File: src/rtl/rv32i_gcd_job_ctrl_pkg.sv
// Shared definitions for the GCD job controller.
// Contents:
//   gjc_state_e       - controller state encoding (3-bit)
//   DEFAULT_HALT_PC   - address of the firmware's terminal `j .` loop
//   shortcut_result() - answer for a job with a zero operand (gcd(x,0)=x)
package rv32i_gcd_job_ctrl_pkg;

    typedef enum logic [2:0] {
        GJC_IDLE  = 3'd0,
        GJC_CRST  = 3'd1,
        GJC_START = 3'd2,
        GJC_RUN   = 3'd3,
        GJC_RESP  = 3'd4
    } gjc_state_e;

    localparam logic [31:0] DEFAULT_HALT_PC = 32'h0000_0040;

    // gcd(a,0)=a, gcd(0,b)=b and gcd(0,0) is reported as 0, so an OR
    // covers every zero-operand case without running the core.
    function automatic logic [31:0] shortcut_result(input logic [31:0] a,
                                                    input logic [31:0] b);
        return a | b;
    endfunction

endpackage

File: src/rtl/rv32i_halt_detector.sv
// Consecutive-match halt detector.
// Counts consecutive cycles in which pc equals halt_pc; any other PC
// clears the count. halted is asserted in the cycle that supplies the
// HALT_CONFIRM-th consecutive match, so the caller can act on it directly.
// Ports:
//   clk, rst_n   - clock, async active-low reset
//   clr          - synchronous clear of the match counter
//   pc           - observed program counter
//   halt_pc      - address to match
//   halted       - HALT_CONFIRM consecutive matches seen (this cycle included)
module rv32i_halt_detector #(
    parameter int HALT_CONFIRM = 2
) (
    input  logic        clk,
    input  logic        rst_n,
    input  logic        clr,
    input  logic [31:0] pc,
    input  logic [31:0] halt_pc,
    output logic        halted
);

    localparam int HW = $clog2(HALT_CONFIRM + 1);

    logic [HW-1:0] match_cnt;
    logic          match;

    assign match  = (pc == halt_pc);
    assign halted = match && (match_cnt == HW'(HALT_CONFIRM - 1));

    always_ff @(posedge clk or negedge rst_n) begin
        if (!rst_n) begin
            match_cnt <= '0;
        end else if (clr || !match) begin
            match_cnt <= '0;
        end else if (!halted) begin
            // Saturate once confirmed; the controller leaves RUN anyway.
            match_cnt <= match_cnt + HW'(1);
        end
    end

endmodule

File: src/rtl/rv32i_gcd_job_ctrl.sv
// Host-side job controller for an rv32i core running GCD firmware.
// One job in flight: accept (a,b), hold the core in reset for RST_CYCLES,
// pulse calc_start for one cycle, run until the core PC sits at HALT_PC for
// HALT_CONFIRM consecutive cycles (or MAX_CYCLES elapse), then return the
// result. Operand pairs containing a zero are answered without the core.
//
// Handshakes: a transfer happens on a rising clk edge where valid && ready.
// valid, once raised, is held with its payload stable until that edge.
// req_ready is high only in IDLE; rsp_valid is high only in RESP, and IDLE
// is entered the cycle after the response transfer, so the two never overlap.
//
// Ports:
//   clk, rst_n                          - clock, async active-low reset
//   req_valid/req_ready/req_a/req_b     - job request channel
//   rsp_valid/rsp_ready/rsp_result/
//   rsp_timeout/rsp_cycles              - job response channel
//   core_rst_n, calc_start, gcd_a, gcd_b - drives to the core
//   core_pc, gcd_result                 - observed from the core
// All outputs are registered.
module rv32i_gcd_job_ctrl
    import rv32i_gcd_job_ctrl_pkg::*;
#(
    parameter logic [31:0] HALT_PC      = DEFAULT_HALT_PC,
    parameter int          RST_CYCLES   = 2,
    parameter int          HALT_CONFIRM = 2,
    parameter int          MAX_CYCLES   = 4096,
    parameter int          CNT_W        = 16
) (
    input  logic             clk,
    input  logic             rst_n,
    input  logic             req_valid,
    output logic             req_ready,
    input  logic [31:0]      req_a,
    input  logic [31:0]      req_b,
    output logic             rsp_valid,
    input  logic             rsp_ready,
    output logic [31:0]      rsp_result,
    output logic             rsp_timeout,
    output logic [CNT_W-1:0] rsp_cycles,
    output logic             core_rst_n,
    output logic             calc_start,
    output logic [31:0]      gcd_a,
    output logic [31:0]      gcd_b,
    input  logic [31:0]      core_pc,
    input  logic [31:0]      gcd_result
);

    localparam int RW = (RST_CYCLES > 1) ? $clog2(RST_CYCLES) : 1;

    gjc_state_e       state, state_next;
    logic [RW-1:0]    rst_cnt, rst_cnt_next;
    logic [CNT_W-1:0] cyc_cnt, cyc_cnt_next;
    logic [31:0]      gcd_a_next, gcd_b_next, rsp_result_next;
    logic             rsp_timeout_next;
    logic [CNT_W-1:0] rsp_cycles_next;
    logic             halted;

    // The match counter only runs in RUN, so it is zero on the first RUN cycle.
    rv32i_halt_detector #(
        .HALT_CONFIRM (HALT_CONFIRM)
    ) u_halt (
        .clk     (clk),
        .rst_n   (rst_n),
        .clr     (state != GJC_RUN),
        .pc      (core_pc),
        .halt_pc (HALT_PC),
        .halted  (halted)
    );

    always_comb begin
        state_next       = state;
        rst_cnt_next     = rst_cnt;
        cyc_cnt_next     = cyc_cnt;
        gcd_a_next       = gcd_a;
        gcd_b_next       = gcd_b;
        rsp_result_next  = rsp_result;
        rsp_timeout_next = rsp_timeout;
        rsp_cycles_next  = rsp_cycles;

        case (state)
            GJC_IDLE: begin
                if (req_valid && req_ready) begin
                    gcd_a_next = req_a;
                    gcd_b_next = req_b;
                    if (req_a == 32'd0 || req_b == 32'd0) begin
                        state_next       = GJC_RESP;
                        rsp_result_next  = shortcut_result(req_a, req_b);
                        rsp_cycles_next  = '0;
                        rsp_timeout_next = 1'b0;
                    end else begin
                        state_next   = GJC_CRST;
                        rst_cnt_next = '0;
                    end
                end
            end
            GJC_CRST: begin
                if (rst_cnt == RW'(RST_CYCLES - 1)) begin
                    state_next = GJC_START;
                end else begin
                    rst_cnt_next = rst_cnt + RW'(1);
                end
            end
            GJC_START: begin
                state_next   = GJC_RUN;
                cyc_cnt_next = '0;
            end
            GJC_RUN: begin
                // Count includes the current cycle: first RUN cycle reports 1.
                cyc_cnt_next = cyc_cnt + CNT_W'(1);
                if (halted) begin
                    state_next       = GJC_RESP;
                    rsp_result_next  = gcd_result;
                    rsp_timeout_next = 1'b0;
                    rsp_cycles_next  = cyc_cnt_next;
                end else if (cyc_cnt_next == CNT_W'(MAX_CYCLES)) begin
                    state_next       = GJC_RESP;
                    rsp_result_next  = 32'd0;
                    rsp_timeout_next = 1'b1;
                    rsp_cycles_next  = cyc_cnt_next;
                end
            end
            GJC_RESP: begin
                if (rsp_valid && rsp_ready) begin
                    state_next = GJC_IDLE;
                end
            end
            default: begin
                state_next = GJC_IDLE;
            end
        endcase
    end

    // Control outputs are decoded from the next state and registered, so
    // they line up with the state they belong to.
    always_ff @(posedge clk or negedge rst_n) begin
        if (!rst_n) begin
            state       <= GJC_IDLE;
            rst_cnt     <= '0;
            cyc_cnt     <= '0;
            gcd_a       <= '0;
            gcd_b       <= '0;
            rsp_result  <= '0;
            rsp_timeout <= 1'b0;
            rsp_cycles  <= '0;
            req_ready   <= 1'b0;
            rsp_valid   <= 1'b0;
            core_rst_n  <= 1'b0;
            calc_start  <= 1'b0;
        end else begin
            state       <= state_next;
            rst_cnt     <= rst_cnt_next;
            cyc_cnt     <= cyc_cnt_next;
            gcd_a       <= gcd_a_next;
            gcd_b       <= gcd_b_next;
            rsp_result  <= rsp_result_next;
            rsp_timeout <= rsp_timeout_next;
            rsp_cycles  <= rsp_cycles_next;
            req_ready   <= (state_next == GJC_IDLE);
            rsp_valid   <= (state_next == GJC_RESP);
            core_rst_n  <= (state_next == GJC_START) || (state_next == GJC_RUN);
            calc_start  <= (state_next == GJC_START);
        end
    end

endmodule

File: config.mk
export PLATFORM = sky130hd
export DESIGN_NAME = rv32i_gcd_job_ctrl
export DESIGN_NICKNAME = d
export VERILOG_FILES = /design/src/rtl/rv32i_gcd_job_ctrl_pkg.sv /design/src/rtl/rv32i_halt_detector.sv /design/src/rtl/rv32i_gcd_job_ctrl.sv
export SDC_FILE = /design/constraint.sdc
export NUM_CORES = 1
export LEC_CHECK = 0
export ABC_AREA = 1
export BUFFER_PORTS_ARGS = -buffer_cell sky130_fd_sc_hd__buf_4
export CELL_PAD_IN_SITES_DETAIL_PLACEMENT = 0
export CELL_PAD_IN_SITES_GLOBAL_PLACEMENT = 2
export CORE_MARGIN = 2
export CORE_UTILIZATION = 29
export CTS_CLUSTER_DIAMETER = 50
export DETAILED_ROUTE_END_ITERATION = 10
export PLACE_DENSITY_LB_ADDON = 0.1
export RECOVER_POWER = 50
export SYNTH_ARGS = -nofsm -noshare
export SYNTH_HDL_FRONTEND = slang
export SYNTH_SLANG_ARGS = --single-unit
export TNS_END_PERCENT = 30
File: constraint.sdc
create_clock -name clk -period 6.59 [get_ports clk]
set_clock_uncertainty 0.05 [all_clocks]
set_input_delay 0.3295 -clock clk [delete_from_list [all_inputs] [get_ports clk]]
set_output_delay 0.3295 -clock clk [all_outputs]
set_load 0.05 [all_outputs]
# Yosys cells after proc, flatten, opt, wreduce, memory -nomap -nowiden
# Index checks and enable logic that the tools add are counted.
classes:
  add_sub_neg: 3
  eq_ne: 16
  mux: 29
  n_bitwise: 1
  n_reduce_logical: 17
ops:
  columns: ["op", "count"]
  rows:
  - ["two-way mux 32 bit", 4]
  - ["zero test 32 bit", 2]
  - ["two-way mux 16 bit", 4]
  - ["one-hot mux 16 bit (2 select lines)", 2]
  - ["one-hot mux 32 bit (2 select lines)", 1]
  - ["== test 32 x 7 -> 1 bit (second input constant)", 1]
  - ["bitwise OR 32 bit", 1]
  - ["two-way mux 3 bit", 6]
  - ["adder 16 x 1 -> 16 bit (second input constant)", 1]
  - ["== test 16 x 13 -> 1 bit (second input constant)", 1]
  - ["one-hot mux 3 bit (5 select lines)", 1]
  - ["== test 3 x 2 -> 1 bit (second input constant)", 4]
  - ["two-way mux 1 bit", 7]
  - ["== test 3 bit (second input constant)", 2]
  - ["zero test 3 bit", 2]
  - ["!= test 2 bit (second input constant)", 3]
  - ["nonzero test 2 bit", 3]
  - ["two-way mux 2 bit", 2]
  - ["one-hot mux 1 bit (2 select lines)", 2]
  - ["AND reduction 4 bit", 1]
  - ["== test 3 x 1 -> 1 bit (second input constant)", 1]
  - ["logical AND 1 bit", 3]
  - ["logical OR 1 bit", 3]
  - ["!= test 3 x 2 -> 1 bit (second input constant)", 1]
  - ["8 further kinds", 8]
word_totals:
  register_bits: 139
  inputBits: 132
  out_inout_bits: 117
  word_cells: 79

# Depth between registers and ports, before layout
depth:
  word_depth: 7
  mapped_depth: 17
  mapped_depth_nobuf: 15

# By module
# Synthesis repeated with hierarchy kept, for this count alone.
hier_totals:
  hier_cells: 955
  hier_area_um2: 7100.6
modules_own_cells:
  columns: ["mod", "instances", "cells_per_inst", "area_per_inst_um2", "seq_area_each_um2"]
  rows:
  - ["rv32i_gcd_job_ctrl", 1, 837, 6481.2, 3428.3]
  - ["rv32i_halt_detector", 1, 118, 619.3, 50.0]

# Worst setup path after synthesis
# Ideal clock, no wire load.
synth_path:
  path_kind: "flip-flop to flip-flop"
  from: "register cyc_cnt[1]"
  to: "register rsp_cycles[13]"
  setup_time_ps: 122
  arrival_time_ps: 1905
  required_ps: 6418
  setup_slack_ps: 4513
  stages_incl_launch_ff: 17
  path_buffers: 2
  synth_period_minus_slack_ps: 2077
  path_cell_list: "dfrtp_1 > ha_1 > nand3_2 > nor2_4 > nand2_1 > nand2_1 > nand2_1 > nor2_1 > nand2_1 > nor2_1 > nand2_1 > nand2_4 > nand2_2 > buf_6 > buf_6 > nand2_1 > o21ai_1"
synth_between:
  elab_chain_len: 4
  elab_cells_between_ends: 7
  cone_classes: "add/sub (1); eq/ne (2); mux (3); reduce/logical (1)"
synth_rtl:
  columns: ["element", "line_no", "text"]
  rows:
  - ["start, declared", "rv32i_gcd_job_ctrl.sv:52", "logic [CNT_W-1:0] cyc_cnt, cyc_cnt_next;"]
  - ["start signal, assigned", "rv32i_gcd_job_ctrl.sv:152", "cyc_cnt <= cyc_cnt_next;"]
  - ["adder 16 x 1 -> 16 bit (*)", "rv32i_gcd_job_ctrl.sv:109", "cyc_cnt_next = cyc_cnt + CNT_W'(1);"]
  - ["== test 16 x 13 -> 1 bit / two-way mux 16 bit (equally long branches)", "rv32i_gcd_job_ctrl.sv:115", "end else if (cyc_cnt_next == CNT_W'(MAX_CYCLES)) begin"]
  - ["!= test 3 bit (no line) / two-way mux 16 bit (equally long branches)", null, null]
  - ["AND reduction 4 bit (no line) / one-hot mux 16 bit (2 select lines) (equally long branches)", null, null]
  - ["end signal, assigned", "rv32i_gcd_job_ctrl.sv:157", "rsp_cycles <= rsp_cycles_next;"]
  - ["end, declared", "rv32i_gcd_job_ctrl.sv:39", "output logic [CNT_W-1:0] rsp_cycles,"]
# Every way passes the cells marked *; elsewhere a longest branch is shown, timed or not. The select of a mux whose other input is x is not followed.
# A chain may end at the register's enable or synchronous reset.

# Worst setup path in the final report
layout_path:
  from: "register state[2]"
  to: "register rsp_result[1]"
layout_between:
  elab_chain_len: 3
  elab_cells_between_ends: 8
  cone_classes: "eq/ne (4); mux (1); reduce/logical (3)"
layout_rtl:
  columns: ["element", "line_no", "text"]
  rows:
  - ["start, declared", "rv32i_gcd_job_ctrl.sv:50", "gjc_state_e state, state_next;"]
  - ["start signal, assigned", "rv32i_gcd_job_ctrl.sv:150", "state <= state_next;"]
  - ["== test 3 x 2 -> 1 bit / zero test 3 bit (equally long branches)", "rv32i_gcd_job_ctrl.sv:80", "case (state)"]
  - ["!= test 3 bit (no line) (tied with other cells)", null, null]
  - ["AND reduction 4 bit (no line)", null, null]
  - ["end signal, assigned", "rv32i_gcd_job_ctrl.sv:155", "rsp_result <= rsp_result_next;"]
  - ["end, declared", "rv32i_gcd_job_ctrl.sv:37", "output logic [31:0] rsp_result,"]
# Parallel ways exist; a longest one is shown, timed or not.

==> results by stage <==
Clock network:
- The post-cts gate resize count is 0.
- The clock latency at the later pin of the worst-skew pair is ~0.42 ns.
- The root buffer cell is sky130_fd_sc_hd__clkbuf_16.
- Counting the buffers created by CTS gives 17.
- No sink is reached through more buffers than the 2 on the longest clock path.
- The CTS tree is done.
- CTS built an H-tree with a depth of 4.
- For this design, the sink count on the clock tree is 139.
- Clock-pin slew was measured on the worst setup and hold paths at 0.07 ns.

STA:
- The final setup violation count is 0.
- The clock period could shrink to ~3.6 ns.
- Setup repair after global routing left no endpoint under its margin.
- The count of endpoints failing hold in the final timing report is 0.
- The pin slew with the least headroom to its limit is 1.000 ns.
- The number of slew-limit violations in the final report is 0.
- The summed negative setup slack over all endpoints is 0 ns.
- In the finished design, the share of the clock period the worst path needs comes to 0.5402.
- The maximum clock frequency is 0.2809 GHz.
- The remaining max-slew budget at the tightest pin is 0.3334.

Die:
- The number of I/O pins is approximately 250.
- The die covers between 0.02 and 0.03 sq mm.
- The initial utilization of the core area, before any placement, comes to 0.2963.
- The die boundary width is approximately 160 um.
- The total area inside the core boundary comes to 0.02347 sq mm.
- The standard-cell row count is 56.
- In this run the vertical extent of the chip is around 160 um.

Finish:
- The most common library cell in the layout ignoring fill and taps is sky130_fd_sc_hd__nand2_1.
- In the final design database the tool counted between 1000 and 1500 nets.
- Compared with the post-synthesis result, the final layout area differs by 33.48%.
- The proportion of layout cells with a drive suffix above 1 is 0.1557.
- The number of fill cells is ~2600.
- The share of the core filled with cells is 0.3955.
- In the layout the commonest cells are 295 x sky130_fd_sc_hd__nand2_1, 171 x sky130_fd_sc_hd__inv_1, 139 x sky130_fd_sc_hd__dfrtp_1, 138 x sky130_fd_sc_hd__buf_4, 117 x sky130_fd_sc_hd__o21ai_0.
- The finished cells cover between 0.009 and 0.01 sq mm.

Synth:
- Synthesis produced a netlist with a net count of about 1100.
- In the synthesized netlist, the number of instances is 940.
- For this run, the register share of the synthesized area comes to 0.5002.
- The number of distinct library cell variants in the gate-level netlist after synthesis is 27.
- The total standard cell area after synthesis is about 0.007 sq mm.
- The Yosys step of the flow raised 0 warnings.
- In this run the mean area of a mapped cell was 7.398 sq um.
- The post-synthesis register bit count is about 140.

Critical path:
- The largest individual stage delay along the critical path comes from the cell sky130_fd_sc_hd__buf_4.
- The largest fanout on the critical path is 110.
- Counting cells, the worst reg-to-reg path comes to 15.
- The setup check on the worst reg-to-reg path leaves a slack of roughly 3.0 ns.
- The category of the critical setup timing path is reg -> reg.
- The critical path goes through inv_1 > nand2_1 > nor2_2 > buf_4 > inv_2 > buf_4 > nand2_1 > nand2_1 > inv_1 > buf_4 > nand2_2 > buf_4 > nand2_1 > nand2_1 > inv_1.
- In this design, the stage delay of the slowest critical-path cell is about 0.7 ns.
- The start point of the critical path is state[2].
- By instance count, the cell type seen most on the critical path is sky130_fd_sc_hd__nand2_1.
- The worst setup path endpoint is rsp_result[1].
- The capturing point of the worst reg2reg path is rsp_result[1].
- The arrival time of the worst setup path is 3.82 ns.
- The startpoint of the most critical register-to-register path is state[2].
- The type of element launching the critical path is a flip-flop.
- The capturing element type of the critical path is a flip-flop.
- The required time reported for the critical path endpoint is 6.85 ns.

Pwr:
- In this run the power density over the cells is ~530 mW/mm^2.
- The portion of total power attributed to sequential cells is 0.281.
- In this run the power spent charging and discharging nets is 0.002607 W.
- The share of total power dissipated in combinational logic is 0.506.
- Of the total power, the clock network draws 0.213.
- The worst ir drop on vdd is about 0.23 mV.
- The switching power share of the total is 0.5304.
- The leakage power is slightly below 5 nW.
- The internal portion of total power is between 0.002 and 0.0025 W.
- The total power is approximately 0.0049 W.

Detailed routing:
- Dividing the detail-routed wire length by the instance count gives approximately 16 um.
- After the first detailed-routing iteration, the DRC count stood at roughly 380.
- The final wirelength is between 20000 and 25000 um.
- For this run, design rule violations remaining after detail routing come to 0.
- The post-detailed-route count of antenna-violating nets is 0.
- The overall via count from detail_route is around 6600.
- In the routed layout, each cell is associated on average with a via count of around 4.3.
- The first detailed-routing pass took 4 iterations.

Global routing:
- The number of global-route vias before repair is 6729.
- Entering global routing, the biggest net connects 111 pins.
- The total routing usage reported by global routing is 0.1956.
- After global routing the overflow that remains totals 0.
- The first global-routing pass estimated between 30000 and 40000 um of wire.
- The number of antenna violations at the first check in global routing is 1.

Place:
- The congestion estimate from routability-driven global placement came to between 0.8 and 0.9.
- The wire-length estimate of the detail-placed layout is roughly 18000 um.
- During placement, the flow inserted port buffers numbering 248.
- The placed instance area is between 0.009 and 0.01 sq mm.

Worst hold path:
- The classification of the worst-slack hold path is in -> reg.

Job:
- Max-cap violations in this run came to 0.

Outcome:
- The run finished with clean final reports.
worst max-delay path, delay by kind of cell, from the launching register on:
family | cells | cell delay (ns)
AND/OR/NAND/NOR | 7 | 1.14
flip-flops | 1 | 0.44
buffers and inverters | 8 | 1.82
kinds of logic after synthesis:
group                      Yosys count  share of synthesized area
DFF                                139                     0.5002
adders and majority gates            2                   0.003598
xor gates and xnor gates             2                   0.002519
and+or+nand+nor                    448                     0.2729
buffers and inverters              212                     0.1222
AOI/OAI and AO/OA                  137                    0.09860
layer usage:
metal | wire length, um | track usage | vias to the layer above
met4 | 434 | 0.05165 | 0
met3 | 1926 | 0.07315 | 18
met1 | 11240 | 0.2606 | 2980
met2 | 10660 | 0.2993 | 175
met5 | 0 | 0 | -
li1 | - | - | 3383
cells in the mapped netlist:
master | count | area share
sky130_fd_sc_hd__nand2_1 | 295 | 0.16
sky130_fd_sc_hd__nand3_1 | 54 | 0.039
sky130_fd_sc_hd__buf_1 | 1 | 0.00054
sky130_fd_sc_hd__buf_4 | 1 | 0.0011
sky130_fd_sc_hd__nor3_1 | 3 | 0.0022
sky130_fd_sc_hd__inv_1 | 172 | 0.093
sky130_fd_sc_hd__nand3_2 | 1 | 0.0014
sky130_fd_sc_hd__nor2_1 | 51 | 0.028
sky130_fd_sc_hd__nand2_4 | 1 | 0.0016
sky130_fd_sc_hd__xor2_1 | 2 | 0.0025
sky130_fd_sc_hd__nand2_2 | 2 | 0.0018
sky130_fd_sc_hd__nand4_1 | 31 | 0.028
sky130_fd_sc_hd__or2_2 | 3 | 0.0027
sky130_fd_sc_hd__o21ai_0 | 117 | 0.084
sky130_fd_sc_hd__nor4_1 | 2 | 0.0018
sky130_fd_sc_hd__o21ai_1 | 16 | 0.012
sky130_fd_sc_hd__nor2_2 | 1 | 0.00090
sky130_fd_sc_hd__nor3_4 | 1 | 0.0023
sky130_fd_sc_hd__buf_2 | 3 | 0.0022
sky130_fd_sc_hd__a21oi_1 | 4 | 0.0029
sky130_fd_sc_hd__nor2_4 | 2 | 0.0032
sky130_fd_sc_hd__ha_1 | 2 | 0.0036
sky130_fd_sc_hd__clkbuf_1 | 28 | 0.015
sky130_fd_sc_hd__clkbuf_2 | 1 | 0.00072
sky130_fd_sc_hd__nor3_2 | 1 | 0.0014
sky130_fd_sc_hd__buf_6 | 6 | 0.0097
sky130_fd_sc_hd__dfrtp_1 | 139 | 0.50
state kept, by name, indices dropped and copies added (netlist names), 2 cells and up:
register	cells
gcd_a	32
gcd_b	32
rsp_result	32
cyc_cnt	16
rsp_cycles	16
state	3
u_halt.match_cnt	2
cell type report:
| type | instances | area, sq um | share of cell area |
|---|---|---|---|
| clock inverter | 15 | 210.2 | 0.02264 |
| clock buffer | 17 | 425.4 | 0.04583 |
| multi-input combinational | 589 | 2629 | 0.2832 |
| sequential | 139 | 3478 | 0.3747 |
| tap | 319 | 399.1 | 0.04300 |
| timing repair buffer | 256 | 1493 | 0.1608 |
| antenna | 1 | 2.502 | 0.0002696 |
| inverter | 172 | 645.6 | 0.06955 |
metrics by stage:
stage / instances / hold WS, ns / worst slack (ns)
after floorplan: 940 / -0.01609 / 4.513
after global placement: 1474 / 0.4060 / 2.961
after detailed placement: 1474 / 0.4126 / 2.913
after CTS: 1507 / 0.05598 / 2.898
after global routing: 1507 / 0.06616 / 2.561
final: 1508 / 0.07602 / 3.030
timing repair:
item | in CTS | in global routing
hold buffers | 1 | 0
setup buffers | 0 | 0
endpoints found under the hold margin | 80 | 0
worst min path at each step:
stage,startpoint,endpoint,slack [ns],cells past startpoint
2_1_floorplan,rst_n,calc_start,-0.02,0
3_3_place_gp,rst_n,gcd_b[24],0.41,1
3_5_place_dp,rst_n,rsp_result[24],0.41,1
4_1_cts,req_a[19],gcd_a[19],0.06,3
5_1_grt,req_a[19],gcd_a[19],0.07,3
6_report,req_a[19],gcd_a[19],0.08,3
power by group through the flow:
stage	Clock, W	Sequential (W)	Combinational (W)
4_1_cts	0.00108	0.00139	0.00280
5_1_grt	0.00112	0.00143	0.00271
6_report	0.00105	0.00138	0.00249
2_1_floorplan	0	0.00247	0.000805
3_3_place_gp	0	0.00140	0.00279
3_5_place_dp	0	0.00140	0.00279
No activity file was read; power rests on OpenSTA's default activity.
